--- src/rtl/sort_desc_stream_pkg.sv ---
// Shared types, default sizes and width helper for the descending stream sorter.
package sort_desc_pkg;

  localparam int DEF_N = 6;
  localparam int DEF_W = 32;

  typedef enum logic [1:0] {
    LOAD,
    SORT,
    DRAIN
  } state_t;

  // Width of a counter or tag that indexes n entries; never narrower than 1 bit.
  function automatic int clog2_n(input int n);
    return (n < 2) ? 1 : $clog2(n);
  endfunction

endpackage

--- src/rtl/sort_desc_stream_if.sv ---
// Producer/consumer handshake bundle for sort_desc_stream; out_idx exists only with SORT_INDEX_EN.
interface sort_desc_stream_if
  import sort_desc_pkg::*;
#(
  parameter int W = DEF_W
`ifdef SORT_INDEX_EN
  , parameter int N = DEF_N
`endif
);

  logic         in_valid;
  logic         in_ready;
  logic [W-1:0] in_data;
  logic         out_valid;
  logic         out_ready;
  logic [W-1:0] out_data;
  logic         out_last;
`ifdef SORT_INDEX_EN
  logic [clog2_n(N)-1:0] out_idx;

  modport master (
    output in_valid, in_data, out_ready,
    input  in_ready, out_valid, out_data, out_last, out_idx
  );

  modport slave (
    input  in_valid, in_data, out_ready,
    output in_ready, out_valid, out_data, out_last, out_idx
  );
`else
  modport master (
    output in_valid, in_data, out_ready,
    input  in_ready, out_valid, out_data, out_last
  );

  modport slave (
    input  in_valid, in_data, out_ready,
    output in_ready, out_valid, out_data, out_last
  );
`endif

endinterface

--- src/rtl/sort_desc_stream_cmp_swap.sv ---
// Combinational compare-exchange: larger word to hi, smaller to lo; ties and en=0 pass through.
// Tags follow their words when SORT_INDEX_EN is defined.
module cmp_swap_desc #(
  parameter int W = 32
`ifdef SORT_INDEX_EN
  , parameter int TW = 3
`endif
) (
  input  logic          en,
  input  logic [W-1:0]  a,
  input  logic [W-1:0]  b,
`ifdef SORT_INDEX_EN
  input  logic [TW-1:0] a_tag,
  input  logic [TW-1:0] b_tag,
  output logic [TW-1:0] hi_tag,
  output logic [TW-1:0] lo_tag,
`endif
  output logic [W-1:0]  hi,
  output logic [W-1:0]  lo
);

  // Strict compare keeps equal words in arrival order.
  logic swap;
  assign swap = en && (a < b);

  assign hi = swap ? b : a;
  assign lo = swap ? a : b;

`ifdef SORT_INDEX_EN
  assign hi_tag = swap ? b_tag : a_tag;
  assign lo_tag = swap ? a_tag : b_tag;
`endif

endmodule

--- src/rtl/sort_desc_stream.sv ---
// Loads N words, sorts them descending with N odd-even transposition passes, streams them out
// largest first; no frame overlap. Optional arrival-index tags with SORT_INDEX_EN.
module sort_desc_stream
  import sort_desc_pkg::*;
#(
  parameter int N = DEF_N,
  parameter int W = DEF_W
) (
  input  logic             clk,
  input  logic             rst,
  sort_desc_stream_if.slave bus,
  output logic             busy
);

  localparam int CW = clog2_n(N);
  localparam int K  = N / 2;
  localparam logic [CW-1:0] LAST = CW'(N - 1);

  state_t state, state_n;
  logic [CW-1:0] wr_cnt, pass_cnt, rd_cnt;
  logic [W-1:0]  mem  [N];
  logic [W-1:0]  srt  [N];
  logic [W-1:0]  c_a  [K];
  logic [W-1:0]  c_b  [K];
  logic [W-1:0]  c_hi [K];
  logic [W-1:0]  c_lo [K];
  logic          c_en [K];
  logic          odd_pass, in_fire, out_fire;
`ifdef SORT_INDEX_EN
  logic [CW-1:0] tag    [N];
  logic [CW-1:0] srt_t  [N];
  logic [CW-1:0] c_at   [K];
  logic [CW-1:0] c_bt   [K];
  logic [CW-1:0] c_hit  [K];
  logic [CW-1:0] c_lot  [K];
`endif

  assign odd_pass = pass_cnt[0];
  assign in_fire  = bus.in_valid && bus.in_ready;
  assign out_fire = bus.out_valid && bus.out_ready;

  // Cell k serves pair (2k,2k+1) on even passes and (2k+1,2k+2) on odd passes.
  for (genvar k = 0; k < K; k++) begin : g_cell
    if (2 * k + 2 < N) begin : g_full
      assign c_a[k]  = odd_pass ? mem[2*k+1] : mem[2*k];
      assign c_b[k]  = odd_pass ? mem[2*k+2] : mem[2*k+1];
      assign c_en[k] = 1'b1;
`ifdef SORT_INDEX_EN
      assign c_at[k] = odd_pass ? tag[2*k+1] : tag[2*k];
      assign c_bt[k] = odd_pass ? tag[2*k+2] : tag[2*k+1];
`endif
    end else begin : g_edge
      assign c_a[k]  = mem[2*k];
      assign c_b[k]  = mem[2*k+1];
      assign c_en[k] = !odd_pass;
`ifdef SORT_INDEX_EN
      assign c_at[k] = tag[2*k];
      assign c_bt[k] = tag[2*k+1];
`endif
    end

    cmp_swap_desc #(
      .W (W)
`ifdef SORT_INDEX_EN
      , .TW(CW)
`endif
    ) u_cs (
      .en     (c_en[k]),
      .a      (c_a[k]),
      .b      (c_b[k]),
`ifdef SORT_INDEX_EN
      .a_tag  (c_at[k]),
      .b_tag  (c_bt[k]),
      .hi_tag (c_hit[k]),
      .lo_tag (c_lot[k]),
`endif
      .hi     (c_hi[k]),
      .lo     (c_lo[k])
    );
  end

  // Map cell outputs back onto array positions for the current pass parity.
  for (genvar i = 0; i < N; i++) begin : g_pos
    logic [W-1:0] ev, od;
`ifdef SORT_INDEX_EN
    logic [CW-1:0] ev_t, od_t;
`endif
    if (i % 2 == 0 && i + 1 < N) begin : g_ev_hi
      assign ev = c_hi[i/2];
`ifdef SORT_INDEX_EN
      assign ev_t = c_hit[i/2];
`endif
    end else if (i % 2 == 1) begin : g_ev_lo
      assign ev = c_lo[i/2];
`ifdef SORT_INDEX_EN
      assign ev_t = c_lot[i/2];
`endif
    end else begin : g_ev_keep
      assign ev = mem[i];
`ifdef SORT_INDEX_EN
      assign ev_t = tag[i];
`endif
    end

    if (i % 2 == 1 && i + 1 < N) begin : g_od_hi
      assign od = c_hi[(i-1)/2];
`ifdef SORT_INDEX_EN
      assign od_t = c_hit[(i-1)/2];
`endif
    end else if (i % 2 == 0 && i >= 2) begin : g_od_lo
      assign od = c_lo[(i-2)/2];
`ifdef SORT_INDEX_EN
      assign od_t = c_lot[(i-2)/2];
`endif
    end else begin : g_od_keep
      assign od = mem[i];
`ifdef SORT_INDEX_EN
      assign od_t = tag[i];
`endif
    end

    assign srt[i] = odd_pass ? od : ev;
`ifdef SORT_INDEX_EN
    assign srt_t[i] = odd_pass ? od_t : ev_t;
`endif
  end

  always_ff @(posedge clk) begin
    if (rst) state <= LOAD;
    else     state <= state_n;
  end

  always_comb begin
    state_n       = state;
    bus.in_ready  = 1'b0;
    bus.out_valid = 1'b0;
    bus.out_data  = '0;
    bus.out_last  = 1'b0;
    busy          = 1'b1;
`ifdef SORT_INDEX_EN
    bus.out_idx   = '0;
`endif
    case (state)
      LOAD: begin
        bus.in_ready = 1'b1;
        busy         = 1'b0;
        if (in_fire && wr_cnt == LAST) state_n = SORT;
      end
      SORT: begin
        if (pass_cnt == LAST) state_n = DRAIN;
      end
      DRAIN: begin
        bus.out_valid = 1'b1;
        bus.out_data  = mem[rd_cnt];
        bus.out_last  = (rd_cnt == LAST);
`ifdef SORT_INDEX_EN
        bus.out_idx   = tag[rd_cnt];
`endif
        if (out_fire && rd_cnt == LAST) state_n = LOAD;
      end
      default: state_n = LOAD;
    endcase
  end

  always_ff @(posedge clk) begin
    if (rst) begin
      wr_cnt   <= '0;
      pass_cnt <= '0;
      rd_cnt   <= '0;
      for (int i = 0; i < N; i++) begin
        mem[i] <= '0;
`ifdef SORT_INDEX_EN
        tag[i] <= '0;
`endif
      end
    end else begin
      case (state)
        LOAD: if (in_fire) begin
          mem[wr_cnt] <= bus.in_data;
`ifdef SORT_INDEX_EN
          tag[wr_cnt] <= wr_cnt;
`endif
          wr_cnt <= (wr_cnt == LAST) ? '0 : wr_cnt + 1'b1;
        end
        SORT: begin
          for (int i = 0; i < N; i++) begin
            mem[i] <= srt[i];
`ifdef SORT_INDEX_EN
            tag[i] <= srt_t[i];
`endif
          end
          pass_cnt <= (pass_cnt == LAST) ? '0 : pass_cnt + 1'b1;
        end
        DRAIN: if (out_fire) begin
          rd_cnt <= (rd_cnt == LAST) ? '0 : rd_cnt + 1'b1;
        end
        default: ;
      endcase
    end
  end

endmodule

--- src/flat_wrapper.sv ---
// flat-port wrapper written by rule: the top's interface ports become plain ports
module sort_desc_stream_flat import sort_desc_pkg::*;
#(
  parameter int N = DEF_N,
  parameter int W = DEF_W
)
  (clk, rst, busy, bus_in_valid, bus_in_data, bus_out_ready, bus_in_ready, bus_out_valid, bus_out_data, bus_out_last);
  sort_desc_stream_if #(.W(W)) bus_i ();
  input  logic clk;
  input  logic rst;
  output logic busy;
  input wire logic [$bits(bus_i.in_valid)-1:0] bus_in_valid;
  input wire logic [$bits(bus_i.in_data)-1:0] bus_in_data;
  input wire logic [$bits(bus_i.out_ready)-1:0] bus_out_ready;
  output wire logic [$bits(bus_i.in_ready)-1:0] bus_in_ready;
  output wire logic [$bits(bus_i.out_valid)-1:0] bus_out_valid;
  output wire logic [$bits(bus_i.out_data)-1:0] bus_out_data;
  output wire logic [$bits(bus_i.out_last)-1:0] bus_out_last;
  assign bus_i.in_valid = bus_in_valid;
  assign bus_i.in_data = bus_in_data;
  assign bus_i.out_ready = bus_out_ready;
  assign bus_in_ready = bus_i.in_ready;
  assign bus_out_valid = bus_i.out_valid;
  assign bus_out_data = bus_i.out_data;
  assign bus_out_last = bus_i.out_last;
  sort_desc_stream #(.N(N), .W(W)) u_core (.clk(clk), .rst(rst), .bus(bus_i), .busy(busy));
endmodule
--- config.mk ---
export PLATFORM = sky130hd
export DESIGN_NAME = sort_desc_stream_flat
export DESIGN_NICKNAME = d
export VERILOG_FILES = /design/src/rtl/sort_desc_stream_pkg.sv /design/src/rtl/sort_desc_stream_if.sv /design/src/rtl/sort_desc_stream_cmp_swap.sv /design/src/rtl/sort_desc_stream.sv /design/src/flat_wrapper.sv
export SDC_FILE = /design/constraint.sdc
export NUM_CORES = 1
export LEC_CHECK = 0
export CAP_MARGIN = 10
export CORE_ASPECT_RATIO = 1.2
export CORE_MARGIN = 2
export CORE_UTILIZATION = 40
export CTS_CLUSTER_DIAMETER = 60
export DETAILED_ROUTE_END_ITERATION = 10
export GPL_ROUTABILITY_DRIVEN = 0
export SYNTH_ARGS = -nofsm -noshare
export SYNTH_HDL_FRONTEND = slang
export SYNTH_SLANG_ARGS = --single-unit
--- constraint.sdc ---
create_clock -name clk -period 5 [get_ports clk]
set_input_delay 1.25 -clock clk [delete_from_list [all_inputs] [get_ports clk]]
set_output_delay 1.25 -clock clk [all_outputs]
set_load 0.02 [all_outputs]
Word-level counts from Yosys, hierarchy flattened --
Memory sizes are Yosys's and may differ from the RTL's. A register that Yosys moved wholly into a read port is not among the register bits. Index checks and enable logic that the tools add are counted.
Operators by class: add/sub/neg operators 3, $lt $le $gt $ge 3, eq/ne operators 8, mux-type cells 48, bitwise operators 6, reduce and logical (&&, ||, !) cells 11
Operators by type and width (number):
- two-way mux 32 bit | 24
- less-than comparator 32 bit | 3
- OR reduction 32 bit | 1
- two-way mux 3 bit | 6
- two-way mux 1 bit | 14
- adder 3 x 1 -> 3 bit, second input constant | 3
- == test 3 bit, second input constant | 3
- two-way mux 2 bit | 3
- != test 2 x 1 -> 1 bit, second input constant | 3
- bitwise OR 1 bit | 6
- case mux 2 bit (3 select lines) | 1
- logical AND 1 bit | 5
- AND reduction 2 bit | 2
- AND reduction 3 bit | 1
- == test 2 x 1 -> 1 bit, second input constant | 1
- == test 2 bit, second input constant | 1
- logical NOT 2 bit | 1
- logical NOT 1 bit | 1
Storage, ports and cells: bits in registers 11, memory bits (writable) 192, bits of input ports 36, output and inout port bits 36, word-level logic and storage cells 84, memories 1
Memory list:
- u_core.mem | words 6, bits a word 32, rd ports 7, clocked after Yosys merged registers in 1, write ports 6, line sort_desc_stream.sv:21 | logic [W-1:0] mem [N];

Longest topological paths before layout --
Gate-level depths: netlist of run 1.
depth in word-level cells 9, gate-level depth with buffers 18, mapped depth without buffers 11

Cells and area by module --
From an unflattened synthesis of run 1, not the netlist that was laid out.
Unflattened totals: cell total of the unflattened synthesis 1653, area total of the unflattened synthesis 20125.6 um2
Modules (own cells, without submodules):
- sort_desc_stream | times used 1, cells each 1119, area an instance 15279.7 um2, seq. area each 7967.6 um2
- cmp_swap_desc | times used 3, cells each 178, area an instance 1615.3 um2, seq. area each 0.0 um2

Least setup slack after synthesis of run 1 --
No wires, ideal clock.
kind input port to flip-flop, start point in bus_in_valid, end point mem u_core.mem[2][0], enable pin, setup time 0.466 ns, arrival time 4.016 ns, required time 4.534 ns, path slack 0.518 ns, stages on the path 3, buffers on the path 0, cells stage by stage nand2_1 or3_1 o21ai_0
RTL lines:
- start: declaration | line flat_wrapper.sv:12 | input wire logic [$bits(bus_i.in_valid)-1:0] bus_in_valid;
- end: declaration | line sort_desc_stream.sv:21

==> flow_summary.toml, run 1 <==
[critical_path]
crit_path_start = "u_core.pass_cnt[0]$_SDFFE_PP0N_"
critical_path.startpoint_type = "flop"
r2r_cells = 12
crit_type = "reg -> reg"
r2r_setup_slack_ps = 670
r2r_start = "u_core.pass_cnt[0]$_SDFFE_PP0N_"
cp-endpoint = "u_core.mem[2][18]$_DFFE_PP_"
worstPathArrival_ps = 4710
reg2reg_to = "u_core.mem[2][18]$_DFFE_PP_"
required_ps = 5380
crit_fanout = 94
end_kind = "flop"

[logic_synthesis]
ys_warn_count = 0
synth_top_area_share_pct = 41.26
yosysUniqueCellTypes = 59
syn_avg_cell_area_um2 = 10.76
syn_area_mm2 = 0.01863
synth-main-ff-cell = "edfxtp_1"
seq_area_frac_synth_pct = 42.76
synth_edf_count = 256
synth-seq-cells = 270
synth_cells = 1731
synth_top_area_cell = "edfxtp_1"
synthesis.nets = 1860
synth.area.top_cells = "edfxtp_1 (41%), mux2i_1 (8.8%), mux4_2 (7.7%)"
async_flop_share_pct = 0

[global_route]
antenna_found_initial = 0
first_global_vias = 14625
grt.total_usage_pct = 23.57
grt_max_degree = 106
overflow = 0
grt_pass1_wl_mm = 88.23

[clock_network]
clkTransAtPathRegs_ps = 60
cts_sinks = 270
cts.path.max_buffers = 3
clock_tree.root_cell = "clkbuf_16"
cts_hold_buf = 0
cts_setup_buffers = 0
cts_resized = 0
numCtsBuffers = 35
h-tree-depth = 2
insertion_delay_ps = 520
cts_tree = "done"

[finish]
final_common_cell = "edfxtp_1"
final_cells = 2385
final_area_mm2 = 0.02116
fill_cells = 4254
diodes = 0
multi_input_area_mm2 = 0.01003
drive_above_1_share_pct = 12.21
syn2layout_area_growth_pct = 13.59
most-common-layout-cells = "edfxtp_1 (256), a21oi_1 (193), mux2i_1 (163)"
nNetsFinal = 1874
seqCellArea_mm2 = 0.007980

[placement]
placed_cell_area_mm2 = 0.02013
pre_cts_slack_ps = 708.1
dp_hpwl_mm = 35.59
portBuffers = 71
placed_cells = 2324

[routing]
firstDrtPassIters = 7
viasPerCell = 6.195
drt_wl_total_mm = 57.35
drc = 0
ant_nets = 0
wl_per_cell_um = 24.05
vias = 14776
drt_iter0_markers = 1418

[timing]
tns_ps = 0
final_hold_viol_count = 0
finalSetupViolations = 0
fin_ws_ps = 670.3
grt_setup_unrepaired = "no"
drv_slew = 0
worst_pin_slew_ps = 1044
max_freq_ghz = 0.2310
finClkSkew_ps = 22.28
relSlewSlack_pct = 30.43
fin_crit_sh_pct = 86.59
period_needed_ps = 4330

[power_and_ir_drop]
ir_drop_mv = 0.1875
p_leak_nw = 7.702
p_per_area_mw_per_mm2 = 280.3

[floorplanning]
core_area_mm2 = 0.04595
dieArea_mm2 = 0.04833
std_cell_rows = 86
die_h_um = 240.4
ios = 72
dieWidth_um = 201.0
initial_core_util_pct = 40.55

[run]
maxCapViolCount = 0

[run_status]
outcome = "completed"

[min_path]
hp-class = "reg -> reg"
==> cells in the mapped netlist, types with 14 or more instances <==
cell / count
a21o_1: 79
a21oi_1: 193
a221o_1: 31
a221oi_1: 33
a22o_1: 64
buf_1: 24
buf_2: 26
clkbuf_1: 79
dfxtp_1: 14
edfxtp_1: 256
ha_1: 93
inv_1: 37
mux2_2: 31
mux2i_1: 163
mux4_2: 64
nand2_1: 155
nand3_1: 39
nor2_1: 83
nor2b_1: 32
nor3_1: 41
o21ai_0: 98
==> critical path: stages (launching register included) <==
cell      delay (ps)
dfxtp_4          780
buf_12           370
mux2_2           380
ha_1             310
nand4_1          190
nor2_1           310
nand3_1          120
o22ai_1          370
o22a_4           250
buf_12           470
nand2_1          110
a221oi_1         300
a21o_1           120
==> worst min path at each step <==
stage | start | end | slack, ps | cells past startpoint
global route | u_core.pass_cnt[1]$_SDFFE_PP0N_ | u_core.pass_cnt[2]$_SDFFE_PP0N_ | 540 | 2
detailed placement | u_core.pass_cnt[2]$_SDFFE_PP0N_ | u_core.pass_cnt[2]$_SDFFE_PP0N_ | 480 | 2
finish | u_core.pass_cnt[2]$_SDFFE_PP0N_ | u_core.pass_cnt[2]$_SDFFE_PP0N_ | 490 | 2
global placement | u_core.pass_cnt[2]$_SDFFE_PP0N_ | u_core.pass_cnt[2]$_SDFFE_PP0N_ | 460 | 2
CTS | u_core.pass_cnt[2]$_SDFFE_PP0N_ | u_core.pass_cnt[2]$_SDFFE_PP0N_ | 490 | 2
floorplan | u_core.pass_cnt[2]$_SDFFE_PP0N_ | u_core.pass_cnt[2]$_SDFFE_PP0N_ | 450 | 2
==> metal layers <==
layer | part of all wire [%] | global-route usage (%)
met3 | 6.6 | 3.321
met4 | 3.7 | 9.652
met2 | 48 | 38.85
met1 | 42 | 31.29
met5 | 0 | 0
==> where the power goes <==
part,total (W),leakage (nW),switching [W],internal (W)
Sequential,0.00267,2.69,0.000104,0.00256
Clock,0.00234,0.505,0.000984,0.00135
Combinational,0.000925,4.51,0.000561,0.000364
==> state kept, by name (all words and copies together), names as in the netlist, named ones only <==
register,cells
u_core.mem,256
u_core.pass_cnt,3
u_core.rd_cnt,3
u_core.state,2
u_core.wr_cnt,3
==> per-stage QoR <==
stage	utilization [%]	power [W]	hold WS [ps]
final	46.06	0.005932	487.3
after global placement	43.80	0.003616	464.2
after floorplan	-	0.003322	454.1
after detailed placement	43.80	0.003626	481.5
after global routing	46.06	0.006157	536.9
after CTS	46.06	0.005958	490.0
==> area by class of cell <==
class	count	area share, %
Multi-Input combinational cell	1285	47.38
Sequential cell	270	37.71
Timing Repair Buffer	116	5.723
Clock buffer	44	4.346
Tap cell	616	3.642
Inverter	37	0.6563
Clock inverter	17	0.5498
==> cell families after synthesis <==
family	Yosys count	synth area share (%)
AO/OA/AOI/OAI	539	18.81
XOR/XNOR	3	0.1411
adder cells (fa/ha/maj)	93	6.245
buffers and inverters	176	4.043
flip-flops	270	42.76
multiplexers	258	18.37
AND/OR/NAND/NOR	392	9.630
Note: power is estimated with default switching activity, not from simulation.
==> inputs of run 2 (changes only) <==
--- a/config.mk
+++ b/config.mk
@@ -12,6 +12,7 @@
 export CTS_CLUSTER_DIAMETER = 60
 export DETAILED_ROUTE_END_ITERATION = 10
 export GPL_ROUTABILITY_DRIVEN = 0
+export HOLD_SLACK_MARGIN = 0.08
 export SYNTH_ARGS = -nofsm -noshare
 export SYNTH_HDL_FRONTEND = slang
 export SYNTH_SLANG_ARGS = --single-unit
==> results of run 2 <==
Same layout as run 1: the final DEF is identical, and so are final timing and power.
